--- src/rtl/player_loader_pkg.sv ---
// Shared types and helpers for the stream-to-buffer loader.
// Length normalisation lives here so software models and RTL agree on the 0/clamp rule.
package player_loader_pkg;

    typedef enum logic {
        IDLE = 1'b0,
        LOAD = 1'b1
    } load_state_t;

    localparam int unsigned DEFAULT_TIME_BITS = 10;
    localparam int unsigned DEFAULT_DATA_BITS = 32;

    function automatic logic [31:0] max_words(input int unsigned tbits);
        return 32'd1 << tbits;
    endfunction

    // A zero length means a full buffer; anything beyond the buffer clamps to it.
    function automatic logic [31:0] norm_length(input logic [31:0] len, input int unsigned tbits);
        logic [31:0] maxw;
        maxw = max_words(tbits);
        return (len == 32'd0 || len > maxw) ? maxw : len;
    endfunction

endpackage

--- src/rtl/player_loader.sv ---
// Loads a valid/ready sample stream into consecutive player buffer addresses from 0,
// reporting completion, short (early s_last) and aborted loads.
//
// state | meaning
// IDLE  | waiting for start; stream not accepted
// LOAD  | accepting samples, one buffer write per handshake
module player_loader
    import player_loader_pkg::*;
#(
    parameter int unsigned timeBits = DEFAULT_TIME_BITS,
    parameter int unsigned dataBits = DEFAULT_DATA_BITS
) (
    input  logic                clk,
    input  logic                reset,
    input  logic                start,
    input  logic [timeBits:0]   length,
    input  logic                abort,
    input  logic                s_valid,
    output logic                s_ready,
    input  logic [dataBits-1:0] s_data,
    input  logic                s_last,
    output logic                w_enable,
    output logic [timeBits-1:0] w_addr,
    output logic [dataBits-1:0] w_in,
    output logic                busy,
    output logic                done,
    output logic                short,
    output logic                aborted,
    output logic [timeBits:0]   words_written
);

    localparam int unsigned LEN_W = timeBits + 1;

    load_state_t      state;
    logic [LEN_W-1:0] len_q;
    logic [LEN_W-1:0] count;
    logic [LEN_W-1:0] count_inc;
    logic             handshake;

    // Ready depends only on state and abort so upstream never sees a valid->ready loop.
    assign s_ready       = (state == LOAD) && !abort;
    assign handshake     = s_valid && s_ready;
    assign count_inc     = count + 1'b1;
    assign words_written = count;

    always_ff @(posedge clk or posedge reset) begin
        if (reset) begin
            state    <= IDLE;
            len_q    <= '0;
            count    <= '0;
            w_enable <= 1'b0;
            w_addr   <= '0;
            w_in     <= '0;
            busy     <= 1'b0;
            done     <= 1'b0;
            short    <= 1'b0;
            aborted  <= 1'b0;
        end else begin
            w_enable <= 1'b0;
            done     <= 1'b0;
            case (state)
                IDLE: begin
                    if (start) begin
                        len_q   <= LEN_W'(norm_length(32'(length), timeBits));
                        count   <= '0;
                        short   <= 1'b0;
                        aborted <= 1'b0;
                        busy    <= 1'b1;
                        state   <= LOAD;
                    end
                end
                LOAD: begin
                    if (abort) begin
                        done    <= 1'b1;
                        aborted <= 1'b1;
                        busy    <= 1'b0;
                        state   <= IDLE;
                    end else if (handshake) begin
                        w_enable <= 1'b1;
                        w_addr   <= count[timeBits-1:0];
                        w_in     <= s_data;
                        count    <= count_inc;
                        if (count_inc == len_q || s_last) begin
                            done  <= 1'b1;
                            short <= s_last && (count_inc < len_q);
                            busy  <= 1'b0;
                            state <= IDLE;
                        end
                    end
                end
                default: state <= IDLE;
            endcase
        end
    end

endmodule
--- config.mk ---
export PLATFORM = sky130hd
export DESIGN_NAME = player_loader
export DESIGN_NICKNAME = d
export VERILOG_FILES = /design/src/rtl/player_loader_pkg.sv /design/src/rtl/player_loader.sv
export SDC_FILE = /design/constraint.sdc
export NUM_CORES = 1
export LEC_CHECK = 0
export CELL_PAD_IN_SITES_DETAIL_PLACEMENT = 1
export CELL_PAD_IN_SITES_GLOBAL_PLACEMENT = 1
export CORE_MARGIN = 4
export CORE_UTILIZATION = 46
export CTS_BUF_LIST = sky130_fd_sc_hd__clkbuf_16
export DETAILED_ROUTE_END_ITERATION = 7
export DONT_BUFFER_PORTS = 1
export PLACE_DENSITY_LB_ADDON = 0.1
export SLEW_MARGIN = 20
export SYNTH_ARGS = -nofsm -noshare
export SYNTH_HDL_FRONTEND = slang
export SYNTH_SLANG_ARGS = --single-unit
--- constraint.sdc ---
create_clock -name clk -period 2.84 [get_ports clk]
set_clock_uncertainty 0.15 [all_clocks]
set_input_delay 0.568 -clock clk [delete_from_list [all_inputs] [get_ports clk]]
set_output_delay 0.568 -clock clk [all_outputs]
set_load 0.05 [all_outputs]
Word level (Yosys, flattened, before mapping)
Cells that the tools add are included.
{"block": "word_totals", "elab_cells": 65, "out_inout_bits": 59, "register_bits": 70}
{"block": "op_classes", "reduce_logical": 13, "addsub": 1, "n_lt_le_gt_ge": 2, "bitwise": 2, "n_eq_ne": 8, "mux": 29}
{"operator": "11-bit 2-to-1 mux", "count": 4}
{"operator": "11-bit case mux with 2 select lines", "count": 1}
{"operator": "1-bit 2-to-1 mux", "count": 20}
{"operator": "11-bit by 1-bit adder with 11-bit output, second input constant", "count": 1}
{"operator": "11-bit == test", "count": 1}
{"operator": "11-bit greater-than comparator, second input constant", "count": 1}
{"operator": "11-bit logical NOT", "count": 1}
{"operator": "11-bit < comparator", "count": 1}
{"operator": "3-bit AND reduction", "count": 3}
{"operator": "1-bit case mux with 2 select lines", "count": 4}
{"operator": "2-bit != test, second input constant", "count": 3}
{"operator": "3-bit by 2-bit != test with 1-bit output, second input constant", "count": 2}
{"operator": "2-bit by 1-bit != test with 1-bit output, second input constant", "count": 2}
{"operator": "2-bit AND reduction", "count": 2}
{"operator": "4-bit AND reduction", "count": 1}
{"operator": "1-bit logical AND", "count": 3}
{"operator": "1-bit logical OR", "count": 2}
{"operator": "1-bit inverter", "count": 2}
{"operator": "1-bit logical NOT", "count": 1}

Longest topological paths before layout
{"block": "logic_depth", "word_depth": 7, "mapped_depth": 9, "mapped_depth_nobuf": 9}

Least setup slack after synthesis
OpenSTA, ideal clock, no wires.
{"block": "synth_path", "path_kind": "reg2reg", "from": "register count[0] (netlist: words_written[0])", "to": "register state", "setup_ns": 0.127, "path_slack_ns": -0.188, "arrival_time_ns": 2.751, "n_path_buf": 0, "required_ns": 2.563, "path_stages_with_launch": 10, "cell_sequence": "dfrtp_1 > ha_1 > nand3_4 > or3_4 > xnor2_1 > ha_1 > and4_1 > a31oi_1 > o21a_1 > or2_2"}
{"block": "synth_between", "elab_chain_len": 7}
{"item": "from (decl)", "line": "player_loader.sv:36", "text": "logic [LEN_W-1:0] count;"}
{"item": "from (signal assigned)", "line": "player_loader.sv:82", "text": "count <= count_inc;"}
{"item": "11-bit by 1-bit adder with 11-bit output", "line": "player_loader.sv:43", "text": "assign count_inc = count + 1'b1;"}
{"item": "11-bit == test", "line": "player_loader.sv:83", "text": "if (count_inc == len_q || s_last) begin"}
{"item": "1-bit logical OR", "line": "player_loader.sv:83"}
{"item": "1-bit 2-to-1 mux", "line": "player_loader.sv:83"}
{"item": "1-bit 2-to-1 mux", "line": "player_loader.sv:78", "text": "end else if (handshake) begin"}
{"item": "1-bit 2-to-1 mux", "line": "player_loader.sv:73", "text": "if (abort) begin"}
{"item": "1-bit case mux with 2 select lines", "line": "player_loader.sv:61", "text": "case (state)"}
{"item": "to (signal assigned)", "line": "player_loader.sv:69", "text": "state <= LOAD;"}
{"item": "to (signal assigned)", "line": "player_loader.sv:77", "text": "state <= IDLE;"}
{"item": "to (signal assigned)", "line": "player_loader.sv:87", "text": "state <= IDLE;"}
{"item": "to (decl)", "line": "player_loader.sv:34", "text": "load_state_t state;"}
Every way passes these cells.
A chain may end at the register's enable or synchronous reset.

Worst setup path in the final report
{"block": "layout_path", "from": "register count[1] (netlist: words_written[1])", "to": "register state"}
Same word-level chain as after synthesis.

==> metrics list <==
- The run finished with clean final reports.
* Critical Path Fanout Max: 4
- Cells fill a little over half of the core in the end.
- The final hold violation count is 0.
- The number of clock buffers added by TritonCTS is 9.
- 0 antenna diodes ended up in the layout.
- Setup total negative slack: 0 ps
- The clock passes through at most 2 buffers.
- Number of register bits inferred by synthesis: 70
* Max Fclk: between 300 and 400 MHz
- Actual transition at the worst max-transition pin: 582 ps
- The number of max-slew violations in the final report was 0.
- The first global-routing pass estimated roughly 13 mm of wire.
* Element type at the critical path end: register
* Static power due to leakage: 0.00191 uW
- Num rows: 30
- The number of setup buffers added after CTS is 0.
* All-layer global routing usage: about a fifth
- In the routed design, unresolved DRC markers number 0.
* Core ar.: about 6800 sq um
* Number of flops mapped to enable cells by yosys: 0
- Worst Hold Path Cells: 2
- In this design, the stage delay of the slowest critical-path cell is between 400 and 500 ps.
* Count of antenna-violating nets left after detailed routing: 0
- The tool flagged a number of max-cap violations equal to 0.
- VDD IR max: between 0.0004 and 0.0005 V
- Crit path required time: roughly 2900 ps
- Max H-tree Level: 3
* Startpoint class of the critical path: register
* Hold path startpoint: s_data[20]
- The number of buffers and inverters on the critical path is 0.
* Number of antenna violations at the first check in global routing: 0
* Fraction of layout cells with a size suffix above 1: 11.4%
- WL per Instance: 17.0 um
* Count of mapped cells out of synthesis: about 350
- The mapped netlist covers 3210 sq um.
* Maximum number of pins on one net before global-route repair: 56
- For this design the ratio of total power to cell area is 844 nW/um^2.
* Drt first pass iters: 4
* Number of filler cells placed in the layout: 768
* Quantity of hold-fixing buffers added after cts: 1
- Across all register-to-register paths, the minimum setup slack is 140 ps.
- Post-synthesis to final-layout area growth: 14.1%
* Die Wd: just over 90 um
- Full die area: 8390 sq um
- Setup violations remaining at the end of the flow were counted as 0.
- The worst hold path belongs to the class in -> reg.
- Chip height: between 90 and 100 um
- After clock tree synthesis, the clock-pin slew on the worst setup and hold paths is ~60 ps.
* Via count of the first global-routing pass: ~2600
- TritonCTS built the clock tree.
- Async set-reset flop share out of synthesis: 100%
- The worst hold path terminates at w_in[20]$_DFFE_PP0P_.
- Final layout net count: ~430
- Detailed placement finished with a half-perimeter wire length of ~5.6 mm.
- Of the synthesized area, sequential elements account for a little over half.
- The count of buffers added on input and output ports is 0.
- The final layout contains routed wiring with a total length of roughly 7.9 mm.
* Net count after synthesis: about 410
- The synthesized design devotes to its leading area cell type 54.5% of total area.
- The later pin in the worst-skew pair is clocked with a latency of about 330 ps.
* Headroom to the max-slew limit: ~60%
* Boundary pin count: 108
- Top_reg_cell synth: dfrtp_1
- Traced cell by cell, the critical path runs through ha_2, nand3_4, or3_4, xnor2_1, ha_1, and4_1, a31oi_1, o21a_1, or2_2.
* Via count: about 2400
- Endpoint of the most critical register-to-register path: state$_DFF_PP0_
* Starting density of the core: about 47%
- Setup repair after global routing left no endpoint under its margin.
* Synth cell types: 41
* Synth warnings: 0
- By area the synthesized netlist is led by dfrtp_1, nand2_1, ha_1, xnor2_1, inv_1.
- In this design, the largest share of critical-path delay is due to simple AND/OR/NAND/NOR gates.
* Final critical delay including setup and external delays: 2700 ps
- The tree is rooted in a clkbuf_16.
* DR iter-0 viols: 50
- Clock sink total: 70
- Via count normalized by instance count: 5.17
- After clock tree synthesis, the repair step resized 0 gates.
- After synthesis, the mean cell area works out to about 9 sq um.
- The congestion estimate from routability-driven global placement came to about 0.76.
* Cell type contributing the most total cell area after synthesis: dfrtp_1
* Final worst-path cycle share: 95.2%
- Among all stages on the critical path, the largest delay is contributed by or3_4.
* Arrival @ worst endpoint: between 2000 and 3000 ps
- The critical path in this run is classified as reg -> reg.
* Worst-case reg-to-reg path depth: 9
- Reg-to-reg startpoint: words_written[1]$_DFFE_PP0P_
- Worst setup path start: words_written[1]$_DFFE_PP0P_
- Global routing finished with a remaining overflow of 0.
==> report_power, final <==
part           switching (uW)  total, uW  internal [uW]
Combinational             228        360            132
Sequential                599       1750           1160
Clock                     402        979            577
Total                    1230       3090           1860
==> layout make-up <==
cell class              instances  area [sq um]  area share [%]
multi-input cells             251          1320            35.9
well taps                      96           120            3.28
repair buffers                 17           155            4.23
clock inverters                 7          36.3           0.989
flip-flops and latches         70          1750            47.8
inverters                      16          60.1            1.64
clock buffers                   9           225            6.14
==> worst register-to-register path, cell delays in order (launching register included) <==
cell and delay [ps]:
dfrtp_2 360, ha_2 220, nand3_4 130, or3_4 430
xnor2_1 140, ha_1 290, and4_1 220, a31oi_1 150
o21a_1 220, or2_2 270
==> per-layer routing <==
layer / part of all wire [%] / track usage [%]
met1: 42 / 25.3
met2: 48 / 32.0
met3: 8.4 / 6.79
met4: 1.7 / 8.04
met5: 0 / 0
==> placed cells by master, fill, tap and decap left out, drive strengths merged, types with 3 or more instances in the layout <==
cell type,n
a21oi,8
and3,3
and4,3
buf,16
clkbuf,9
dfrtp,70
ha,12
inv,19
nand2,149
nand3,12
nor2,9
nor2b,3
nor4,3
o21a,3
o21ai,9
o22ai,5
xnor2,7
xor2,3
==> logic make-up after synthesis <==
kind of cell | synth area share [%]
compound gates | 7.67
xor+xnor | 2.96
fa+ha+maj | 4.67
buf+inv | 4.59
flops | 54.5
simple gates | 25.6
==> synth_stat cells, drive strengths merged, types with 5 or more instances <==
cell type and n:
nand2 149, dfrtp 70, inv 16, ha 12
nand3 12, nor2 9, o21ai 9, a21oi 8
clkbuf 8, buf 7, xnor2 7, o22ai 5
==> worst max path at each step <==
stage	slack, ps	to	depth (start not counted)
detailed placement	140	state$_DFF_PP0_	9
finish	140	state$_DFF_PP0_	9
global route	30	state$_DFF_PP0_	9
global placement	220	state$_DFF_PP0_	9
floorplan	10	state$_DFF_PP0_	9
CTS	130	state$_DFF_PP0_	9
==> through the flow <==
step	hold WS, ps	worst slack [ps]	power, uW	std cells	instance area, sq um
floorplan	302	11.8	2030	352	3220
global placement	335	217	2120	449	3400
detailed placement	344	143	2140	449	3400
CTS	191	135	3120	466	3670
global route	192	25.0	3250	466	3670
finish	196	136	3090	466	3670
==> flip-flops by register name, summed over array words and instances (netlist names) <==
signal,flops
state,1
w_enable,1
len_q,11
aborted,1
short,1
w_in,32
words_written,11
w_addr,10
busy,1
done,1
(Power assumes the default switching activity.)
